--- config.mk ---
export PLATFORM = sky130hd
export DESIGN_NAME = fir_serial_ctrl_flat
export DESIGN_NICKNAME = d
export VERILOG_FILES = /design/src/rtl/fir_serial_ctrl_pkg.sv /design/src/rtl/fir_serial_ctrl_if.sv /design/src/rtl/fir_serial_ctrl_coeff_bank.sv /design/src/rtl/fir_serial_ctrl.sv /design/src/flat_wrapper.sv
export SDC_FILE = /design/constraint.sdc
export NUM_CORES = 1
export LEC_CHECK = 0
export BUFFER_PORTS_ARGS = -buffer_cell sky130_fd_sc_hd__buf_2
export CAP_MARGIN = 20
export CORE_AREA = 2 2 164 166
export DETAILED_ROUTE_END_ITERATION = 12
export DIE_AREA = 0 0 166 168
export PLACE_DENSITY_LB_ADDON = 0.3
export SLEW_MARGIN = 20
export SYNTH_ARGS = -nofsm -noshare
export SYNTH_HDL_FRONTEND = slang
export SYNTH_SLANG_ARGS = --single-unit
--- constraint.sdc ---
create_clock -name clk -period 1.45 [get_ports clk]
set_input_delay 0.0725 -clock clk [delete_from_list [all_inputs] [get_ports clk]]
set_output_delay 0.0725 -clock clk [all_outputs]
set_load 0.005 [all_outputs]
--- src/rtl/fir_serial_ctrl_pkg.sv ---
// fir_serial_ctrl shared definitions
// FSM states, default sizing and counter width helper
package fir_serial_ctrl_pkg;

  localparam int DEF_ORDER      = 7;
  localparam int DEF_COEFF_NUM  = DEF_ORDER + 1;
  localparam int DEF_DIN_BITS   = 16;
  localparam int DEF_COEFF_BITS = 16;
  localparam int DEF_DOUT_BITS  = 40;
  localparam int DEF_ADDR_BITS  = 3;

  typedef enum logic [1:0] {
    S_IDLE = 2'd0,
    S_FIRE = 2'd1,
    S_RUN  = 2'd2
  } state_e;

  // RUN counter must hold ORDER
  function automatic int cnt_bits(input int order);
    return (order < 1) ? 1 : $clog2(order + 1);
  endfunction

endpackage

--- src/rtl/fir_serial_ctrl_if.sv ---
// fir_serial_ctrl bus bundle
// sample/result handshakes, config, status and engine side
interface fir_serial_ctrl_if
  import fir_serial_ctrl_pkg::*;
#(
  parameter int DIN_BITS   = DEF_DIN_BITS,
  parameter int COEFF_BITS = DEF_COEFF_BITS,
  parameter int DOUT_BITS  = DEF_DOUT_BITS,
  parameter int ADDR_BITS  = DEF_ADDR_BITS,
  parameter int COEFF_NUM  = DEF_COEFF_NUM
) ();

  logic                            en;
  logic [DIN_BITS-1:0]             din;
  logic                            din_valid;
  logic                            din_ready;
  logic [DOUT_BITS-1:0]            dout;
  logic                            dout_valid;
  logic                            dout_ready;
  logic                            cfg_wr;
  logic [ADDR_BITS-1:0]            cfg_addr;
  logic [COEFF_BITS-1:0]           cfg_wdata;
  logic                            cfg_commit;
  logic                            commit_pending;
  logic                            sts_clr;
  logic                            overrun;
  logic                            fir_clken;
  logic [DIN_BITS-1:0]             fir_data_in;
  logic [COEFF_NUM*COEFF_BITS-1:0] fir_k;
  logic [DOUT_BITS-1:0]            fir_data_out;
  logic                            fir_valid;

  modport slave (
    input  en, din, din_valid, dout_ready,
    input  cfg_wr, cfg_addr, cfg_wdata,
    input  cfg_commit, sts_clr,
    input  fir_data_out, fir_valid,
    output din_ready, dout, dout_valid,
    output commit_pending, overrun,
    output fir_clken, fir_data_in, fir_k
  );

  modport master (
    output en, din, din_valid, dout_ready,
    output cfg_wr, cfg_addr, cfg_wdata,
    output cfg_commit, sts_clr,
    output fir_data_out, fir_valid,
    input  din_ready, dout, dout_valid,
    input  commit_pending, overrun,
    input  fir_clken, fir_data_in, fir_k
  );

endinterface

--- src/rtl/fir_serial_ctrl_coeff_bank.sv ---
// fir_coeff_bank: shadow/active coefficient store
// swap copies pre-write shadow into active
module fir_coeff_bank #(
  parameter int COEFF_NUM  = 8,
  parameter int COEFF_BITS = 16,
  parameter int ADDR_BITS  = 3
) (
  input  logic                            clk,
  input  logic                            reset,
  input  logic                            wr_i,
  input  logic [ADDR_BITS-1:0]            addr_i,
  input  logic [COEFF_BITS-1:0]           wdata_i,
  input  logic                            swap_i,
  output logic [COEFF_NUM*COEFF_BITS-1:0] k_o
);

  logic [COEFF_BITS-1:0] shd_q [COEFF_NUM];
  logic [COEFF_BITS-1:0] shd_d [COEFF_NUM];
  logic [COEFF_BITS-1:0] act_q [COEFF_NUM];
  logic [COEFF_BITS-1:0] act_d [COEFF_NUM];

  // out-of-range addresses match no entry
  always_comb begin
    shd_d = shd_q;
    act_d = act_q;
    if (swap_i) act_d = shd_q;
    for (int i = 0; i < COEFF_NUM; i++) begin
      if (wr_i && (int'(addr_i) == i)) shd_d[i] = wdata_i;
    end
  end

  // bank registers
  always_ff @(posedge clk or negedge reset) begin
    if (!reset) begin
      shd_q <= '{default: '0};
      act_q <= '{default: '0};
    end else begin
      shd_q <= shd_d;
      act_q <= act_d;
    end
  end

  // flatten active bank, k0 in LSBs
  always_comb begin
    k_o = '0;
    for (int i = 0; i < COEFF_NUM; i++) begin
      k_o[i*COEFF_BITS +: COEFF_BITS] = act_q[i];
    end
  end

endmodule

--- src/rtl/fir_serial_ctrl.sv ---
// fir_serial_ctrl: sequencer for a serial FIR engine
// sample handshake, clken FSM, result path, status
module fir_serial_ctrl
  import fir_serial_ctrl_pkg::*;
#(
  parameter int ORDER      = DEF_ORDER,
  parameter int COEFF_NUM  = DEF_COEFF_NUM,
  parameter int DIN_BITS   = DEF_DIN_BITS,
  parameter int COEFF_BITS = DEF_COEFF_BITS,
  parameter int DOUT_BITS  = DEF_DOUT_BITS,
  parameter int ADDR_BITS  = DEF_ADDR_BITS
) (
  input logic              clk,
  input logic              reset,
  fir_serial_ctrl_if.slave bus
);

  localparam int CW = cnt_bits(ORDER);

  state_e               state_q, state_d;
  logic [CW-1:0]        cnt_q, cnt_d;
  logic [DIN_BITS-1:0]  din_q;
  logic                 pend_q, pend_d;
  logic                 primed_q, primed_d;
  logic                 dv_q, dv_d;
  logic                 ovr_q, ovr_d;
  logic [DOUT_BITS-1:0] dout_q, dout_d;
  logic                 ready;
  logic                 accept;
  logic                 swap;
  logic                 load;

  assign ready  = reset & bus.en & (state_q == S_IDLE);
  assign accept = ready & bus.din_valid;
  assign swap   = accept & (pend_q | bus.cfg_commit);
  assign load   = bus.fir_valid & primed_q;

  // state and RUN counter registers
  always_ff @(posedge clk or negedge reset) begin
    if (!reset) begin
      state_q <= S_IDLE;
      cnt_q   <= '0;
    end else begin
      state_q <= state_d;
      cnt_q   <= cnt_d;
    end
  end

  // IDLE -> FIRE (1 cycle) -> RUN (ORDER+1 cycles)
  always_comb begin
    state_d = state_q;
    cnt_d   = cnt_q;
    unique case (state_q)
      S_IDLE: if (accept) state_d = S_FIRE;
      S_FIRE: begin
        state_d = S_RUN;
        cnt_d   = CW'(ORDER);
      end
      S_RUN: begin
        if (cnt_q == '0) state_d = S_IDLE;
        else cnt_d = cnt_q - CW'(1);
      end
      default: state_d = S_IDLE;
    endcase
  end

  // commit pending and result path next state
  always_comb begin
    pend_d   = pend_q;
    primed_d = primed_q;
    dv_d     = dv_q;
    dout_d   = dout_q;
    ovr_d    = ovr_q;
    if (swap) pend_d = 1'b0;
    else if (bus.cfg_commit) pend_d = 1'b1;
    if (bus.fir_valid && !primed_q) primed_d = 1'b1;
    if (load) begin
      dout_d = bus.fir_data_out;
      dv_d   = 1'b1;
    end else if (bus.dout_ready) begin
      dv_d   = 1'b0;
    end
    if (bus.sts_clr) ovr_d = 1'b0;
    if (load && dv_q && !bus.dout_ready) ovr_d = 1'b1;
  end

  // sample latch, commit and result registers
  always_ff @(posedge clk or negedge reset) begin
    if (!reset) begin
      din_q    <= '0;
      pend_q   <= 1'b0;
      primed_q <= 1'b0;
      dv_q     <= 1'b0;
      dout_q   <= '0;
      ovr_q    <= 1'b0;
    end else begin
      if (accept) din_q <= bus.din;
      pend_q   <= pend_d;
      primed_q <= primed_d;
      dv_q     <= dv_d;
      dout_q   <= dout_d;
      ovr_q    <= ovr_d;
    end
  end

  fir_coeff_bank #(
    .COEFF_NUM  (COEFF_NUM),
    .COEFF_BITS (COEFF_BITS),
    .ADDR_BITS  (ADDR_BITS)
  ) u_bank (
    .clk     (clk),
    .reset   (reset),
    .wr_i    (bus.cfg_wr),
    .addr_i  (bus.cfg_addr),
    .wdata_i (bus.cfg_wdata),
    .swap_i  (swap),
    .k_o     (bus.fir_k)
  );

  assign bus.din_ready      = ready;
  assign bus.fir_clken      = (state_q == S_FIRE);
  assign bus.fir_data_in    = din_q;
  assign bus.commit_pending = pend_q;
  assign bus.dout           = dout_q;
  assign bus.dout_valid     = dv_q;
  assign bus.overrun        = ovr_q;

endmodule

--- src/flat_wrapper.sv ---
// flat-port wrapper written by rule: the top's interface ports become plain ports
module fir_serial_ctrl_flat import fir_serial_ctrl_pkg::*;
#(
  parameter int ORDER      = DEF_ORDER,
  parameter int COEFF_NUM  = DEF_COEFF_NUM,
  parameter int DIN_BITS   = DEF_DIN_BITS,
  parameter int COEFF_BITS = DEF_COEFF_BITS,
  parameter int DOUT_BITS  = DEF_DOUT_BITS,
  parameter int ADDR_BITS  = DEF_ADDR_BITS
)
  (clk, reset, bus_en, bus_din, bus_din_valid, bus_dout_ready, bus_cfg_wr, bus_cfg_addr, bus_cfg_wdata, bus_cfg_commit, bus_sts_clr, bus_fir_data_out, bus_fir_valid, bus_din_ready, bus_dout, bus_dout_valid, bus_commit_pending, bus_overrun, bus_fir_clken, bus_fir_data_in, bus_fir_k);
  fir_serial_ctrl_if #(.DIN_BITS(DIN_BITS), .COEFF_BITS(COEFF_BITS), .DOUT_BITS(DOUT_BITS), .ADDR_BITS(ADDR_BITS), .COEFF_NUM(COEFF_NUM)) bus_i ();
  input logic clk;
  input logic reset;
  input wire logic [$bits(bus_i.en)-1:0] bus_en;
  input wire logic [$bits(bus_i.din)-1:0] bus_din;
  input wire logic [$bits(bus_i.din_valid)-1:0] bus_din_valid;
  input wire logic [$bits(bus_i.dout_ready)-1:0] bus_dout_ready;
  input wire logic [$bits(bus_i.cfg_wr)-1:0] bus_cfg_wr;
  input wire logic [$bits(bus_i.cfg_addr)-1:0] bus_cfg_addr;
  input wire logic [$bits(bus_i.cfg_wdata)-1:0] bus_cfg_wdata;
  input wire logic [$bits(bus_i.cfg_commit)-1:0] bus_cfg_commit;
  input wire logic [$bits(bus_i.sts_clr)-1:0] bus_sts_clr;
  input wire logic [$bits(bus_i.fir_data_out)-1:0] bus_fir_data_out;
  input wire logic [$bits(bus_i.fir_valid)-1:0] bus_fir_valid;
  output wire logic [$bits(bus_i.din_ready)-1:0] bus_din_ready;
  output wire logic [$bits(bus_i.dout)-1:0] bus_dout;
  output wire logic [$bits(bus_i.dout_valid)-1:0] bus_dout_valid;
  output wire logic [$bits(bus_i.commit_pending)-1:0] bus_commit_pending;
  output wire logic [$bits(bus_i.overrun)-1:0] bus_overrun;
  output wire logic [$bits(bus_i.fir_clken)-1:0] bus_fir_clken;
  output wire logic [$bits(bus_i.fir_data_in)-1:0] bus_fir_data_in;
  output wire logic [$bits(bus_i.fir_k)-1:0] bus_fir_k;
  assign bus_i.en = bus_en;
  assign bus_i.din = bus_din;
  assign bus_i.din_valid = bus_din_valid;
  assign bus_i.dout_ready = bus_dout_ready;
  assign bus_i.cfg_wr = bus_cfg_wr;
  assign bus_i.cfg_addr = bus_cfg_addr;
  assign bus_i.cfg_wdata = bus_cfg_wdata;
  assign bus_i.cfg_commit = bus_cfg_commit;
  assign bus_i.sts_clr = bus_sts_clr;
  assign bus_i.fir_data_out = bus_fir_data_out;
  assign bus_i.fir_valid = bus_fir_valid;
  assign bus_din_ready = bus_i.din_ready;
  assign bus_dout = bus_i.dout;
  assign bus_dout_valid = bus_i.dout_valid;
  assign bus_commit_pending = bus_i.commit_pending;
  assign bus_overrun = bus_i.overrun;
  assign bus_fir_clken = bus_i.fir_clken;
  assign bus_fir_data_in = bus_i.fir_data_in;
  assign bus_fir_k = bus_i.fir_k;
  fir_serial_ctrl #(.ORDER(ORDER), .COEFF_NUM(COEFF_NUM), .DIN_BITS(DIN_BITS), .COEFF_BITS(COEFF_BITS), .DOUT_BITS(DOUT_BITS), .ADDR_BITS(ADDR_BITS)) u_core (.clk(clk), .reset(reset), .bus(bus_i));
endmodule
Word level (Yosys, flattened, before mapping)
Cells that the tools add are included.
Word-level totals
  output and inout port bits: 189
  register bits after elaboration: 321
  logic and storage cells: 76
  input bits: 84
Operators by class
  bitwise gates (word level): 6
  add/sub/neg operators: 1
  reductions and logical operators: 22
  muxes and demuxes: 11
  equality and inequality tests: 12
Operators with widths (number)
  $eq 3x3->1 const B: 4
  $logic_and 1x1->1: 11
  $reduce_bool 2->1: 4
  $eq 3x2->1 const B: 2
  $logic_not 3->1: 2
  $mux 1: 6
  $pmux 2 s3: 1
  $pmux 3 s2: 1
  $and 1x1->1: 5
  $mux 2: 2
  $ne 2x1->1 const B: 2
  $reduce_and 2->1: 2
  $eq 3x1->1 const B: 1
  $mux 3: 1
  $sub 3x1->3 const B: 1
  $eq 2x1->1 const B: 1
  $eq 2x2->1 const B: 1
  $logic_not 1->1: 2
  $logic_not 2->1: 1
  $ne 2x2->1 const B: 1
  $or 1x1->1: 1

Logic depth before layout (Yosys ltp)
  word-level depth: 5
  mapped depth: 5
  gate-level depth less buffers: 5

Modules after synthesis
Synthesis repeated with hierarchy kept, for this count alone.
Unflattened totals
  cell total of the unflattened synthesis: 710
  area, all modules: 12156.7 um^2
Modules (own cells, without submodules)
  fir_coeff_bank: cells each 549, times used 1, area each 9628.0 um^2, seq. area each 6406.1 um^2
  fir_serial_ctrl: cells each 161, times used 1, area each 2528.7 um^2, seq. area each 1626.6 um^2

Least setup slack after synthesis
OpenSTA, ideal clock, no wires.
  path kind: reg2reg
  start point: register u_core.state_q[0]
  end point: register u_core.u_bank.act_q (netlist bit u_core.u_bank.k_o[100])
  required time: 1.325 ns
  path buffers: 2
  stages on the path, launching flop included: 6
  clock period less this slack: 1.576 ns
  arrival: 1.451 ns
  library setup time: 0.125 ns
  setup slack: -0.126 ns
  cell sequence: dfrtp_1 and4bb_4 o211ai_4 buf_6 buf_6 mux2_4
Between the ends
  longest elaborated chain between the ends: 4
Ends and longest elaborated chain
  start: declaration: line fir_serial_ctrl.sv:20  | state_e state_q, state_d;
  start signal: assignment: line fir_serial_ctrl.sv:44  | state_q <= state_d;
  $logic_not 2->1: line fir_serial_ctrl.sv:33  | assign ready = reset & bus.en & (state_q == S_IDLE);
  $and 1x1->1: line fir_serial_ctrl.sv:33
  net bus_din_ready: line flat_wrapper.sv:26  | output wire logic [$bits(bus_i.din_ready)-1:0] bus_din_ready;
  $and 1x1->1: line fir_serial_ctrl.sv:34  | assign accept = ready & bus.din_valid;
  $and 1x1->1: line fir_serial_ctrl.sv:35  | assign swap = accept & (pend_q | bus.cfg_commit);
  end signal: assignment: line fir_serial_ctrl_coeff_bank.sv:39  | act_q <= act_d;
  end: declaration: line fir_serial_ctrl_coeff_bank.sv:19  | logic [COEFF_BITS-1:0] act_q [COEFF_NUM];
The timed path passes the listed nets, and every way through them passes these cells.
A chain may end at the register's enable or synchronous reset.

Worst setup path after layout
  start point: register u_core.state_q[0]
  end point: register u_core.u_bank.act_q (netlist bit u_core.u_bank.k_o[69])
Between the ends
  longest elaborated chain between the ends: 4
Ends and longest elaborated chain (line)
  $logic_not 2->1: fir_serial_ctrl.sv:33
  $and 1x1->1: fir_serial_ctrl.sv:33
  $and 1x1->1: fir_serial_ctrl.sv:34
  $and 1x1->1: fir_serial_ctrl.sv:35
Every way passes these cells.

==> flow_metrics.py <==
metrics = {
    "logic_synthesis": {
        "synth_edf_count": 0,
        "synth_nets": 792,
        "yosys-top-cells-count": "321 x dfrtp_1, 197 x mux2_2, 115 x mux2_4",
        "synthArstFlopShare": 1.00,
        "synth.most_common_cell": "dfrtp_1",
        "ys_seq_area_frac": 0.640,
        "synth_top_area_cell": "dfrtp_1",
        "yosysWarnings": 0,
        "avgSynthCellArea_um2": 17.8,
        "syn-cell-area_mm2": 0.0126,
        "synth_cell_type_count": 32,
        "ys.flop_type": "dfrtp_1",
        "ys_seq_elements": 321,
        "synth_area_leaders": "dfrtp_1 64%, mux2_2 18%, mux2_4 14%",
        "yosysTopAreaCellShare": 0.640,
        "synthCells": 706,
    },
    "critical_path": {
        "cp_slowest_stage_delay_ns": 0.38,
        "crit_arrival_ns": 2.06,
        "crit_path_end_kind": "flop",
        "crit_required_ns": 1.84,
        "crit_slowest_cell": "and4bb_4",
        "crit_chain": "and4bb_4 -> o211ai_4 -> buf_12 -> clkbuf_16 -> mux2_4",
        "crit_path_max_fanout": 9,
        "start_kind": "flop",
        "rrSetupSlack_ns": -0.21,
        "critPathKind": "reg -> reg",
    },
    "floorplan": {
        "row_count": 60,
        "die_h_um": 168,
        "die_area_mm2": 0.0279,
        "ios": 273,
        "initial_core_util": 0.477,
        "die_x_um": 166,
        "core_mm2": 0.0264,
    },
    "timing": {
        "hold_viol_final": 0,
        "tightest_slew_ns": 0.916,
        "finalWorstSetupSlack_ns": -0.212,
        "finClkSkew_ns": 0.0135,
        "finalMaxSlewViolations": 0,
        "layout_min_cycle_time_ns": 1.66,
        "rsz0062_at_grt": "yes",
        "finalSetupViolations": 145,
        "setup_tns_ns": -22.51,
        "finalCritPeriodShare": 1.15,
        "fmax_mhz": 602,
        "max_slew_margin": 0.389,
    },
    "place": {
        "hpwl_mm": 18.4,
        "io_buffers": 272,
        "gp_congestion": 0.760,
        "dp_cells": 1315,
    },
    "clock_tree": {
        "clock_path_buffers": 3,
        "insertion_delay_ns": 0.51,
        "h-tree-depth": 2,
        "cts_made_buffers": 35,
        "root_buffer": "clkbuf_16",
        "cts.clk_slew.worst_paths_ns": 0.06,
        "clock_sinks": 321,
        "tritoncts": "yes",
    },
    "global_routing": {
        "antenna_found_initial": 2,
        "grt_max_degree": 164,
        "grt-ovfl-total": 0,
        "grt_pass1_wl_mm": 45.0,
        "grt_usage": 0.208,
        "grt_pass1_vias": 7713,
    },
    "detailed_routing": {
        "routed-via-count": 7275,
        "ant_nets": 0,
        "wire_per_inst_um": 20.4,
        "wirelength_mm": 29.7,
        "drtIter0Drc": 319,
        "first_pass_iters": 4,
        "drcViolationCount": 0,
        "viasPerCell": 4.99,
    },
    "power_and_ir_drop": {
        "p_per_area_mw_per_mm2": 1850,
        "leakage_nw": 8.29,
        "ir_drop_v": 0.00120,
        "power.total_w": 0.0309,
    },
    "final_layout": {
        "fin_util": 0.635,
        "nNetsFinal": 1180,
        "fin_cells": 1457,
        "synthToLayoutAreaGrowth_pct": 33.2,
        "drive_gt1_frac": 0.622,
        "nFillCells": 1934,
    },
    "run_status": {
        "status": "finished, violations left",
        "violations": "setup timing",
    },
    "hold_path": {
        "hp-class": "in -> reg",
    },
    "flow_run": {
        "maxCapViolations": 0,
    },
}
-- worst paths after layout --
check | start | endpoint | cells past startpoint
worst min-delay path | bus_cfg_wdata[6] | u_core.u_bank.shd_q[6] | 2
max in group asynchronous | reset | u_core.bus.fir_data_in[6] | 4
worst max-delay path | u_core.state_q[0] | u_core.u_bank.k_o[69] | 5
worst max register to register | u_core.state_q[0] | u_core.u_bank.k_o[69] | 5
worst min register to register | u_core.primed_q | u_core.primed_q | 1
min in group asynchronous | reset | u_core.bus.dout[13] | 3
-- worst max-delay path, delay by kind of cell, from the launching register on --
family	cells	cell delay (ns)
AO/OA/AOI/OAI	1	0.13
flip-flops	1	0.37
buffers and inverters	2	0.36
AND/OR/NAND/NOR	1	0.38
multiplexers	1	0.30
-- area by class of cell --
type / count / area (µm²) / area share
timing repair buffer: 381 / 2750 / 0.164
antenna: 1 / 2.50 / 0.000150
clock inverter: 9 / 185 / 0.0111
multi-input combinational: 349 / 4280 / 0.256
tap: 341 / 427 / 0.0255
clock buffer: 49 / 1030 / 0.0616
sequential: 321 / 8030 / 0.480
inverter: 6 / 22.5 / 0.00135
-- metal layers --
metal	vias up	wire length (µm)	track usage
met5	-	13	0
met4	2	887	0.0726
met3	54	1790	0.0524
met2	230	14400	0.344
met1	3691	12600	0.269
li1	3298	-	-
-- flip-flops by register name, summed over array words and instances, names as in the netlist --
register,cells
u_core.u_bank.k_o,128
u_core.u_bank.shd_q,128
u_core.bus.dout,40
u_core.bus.fir_data_in,16
u_core.cnt_q,3
u_core.state_q,2
u_core.bus.commit_pending,1
u_core.bus.dout_valid,1
u_core.bus.overrun,1
u_core.primed_q,1
-- stage by stage --
stage / hold slack, ns / setup slack (ns) / cell area, µm²
floorplan: -0.223 / -0.126 / 12600
global placement: 0.0287 / -0.365 / 14400
detailed placement: 0.0279 / -0.393 / 14400
CTS: 0.000120 / -0.232 / 16500
global route: 0.0166 / -0.251 / 16700
finish: 0.00842 / -0.212 / 16700
-- report_power, final --
| part | switching (W) | total (W) | leakage (nW) | internal, W |
|---|---|---|---|---|
| Sequential | 0.00167 | 0.0136 | 3.85 | 0.0119 |
| Clock | 0.00345 | 0.00928 | 0.597 | 0.00583 |
| Combinational | 0.00289 | 0.00798 | 3.84 | 0.00510 |
| Total | 0.00801 | 0.0309 | 8.29 | 0.0228 |
-- cell families after synthesis --
family                   share of synthesized area
AO/OA/AOI/OAI                              0.00548
adder cells (fa/ha/maj)                    0.00199
buffers and inverters                       0.0217
flip-flops                                   0.640
multiplexers                                 0.315
AND/OR/NAND/NOR                             0.0161
-- layout by cell type, fill, tap and decap left out, types with 2 or more instances in the layout --
cell type,n
clkbuf_1,5
or2_2,3
bufinv_16,5
nand4b_1,3
o21ai_0,2
nor3_2,2
clkbuf_8,8
buf_16,2
o211ai_4,2
buf_12,17
dlygate4sd3_1,65
buf_2,271
inv_1,6
nand2b_1,2
nor3b_4,2
buf_8,2
buf_4,14
dfrtp_1,321
nand2_1,4
clkinv_2,2
buf_6,3
mux2_2,197
mux2_4,115
ha_1,2
clkbuf_16,43
-- what timing repair did --
action	4_1_cts	5_1_grt
gates resized for setup	16	8
setup buffers	8	1
pin swaps	2	1
gates cloned	3	8
endpoints found under the setup margin	129	146
hold buffers	65	0
endpoints found under the hold margin	247	0
Note: power is estimated with default switching activity, not from simulation.
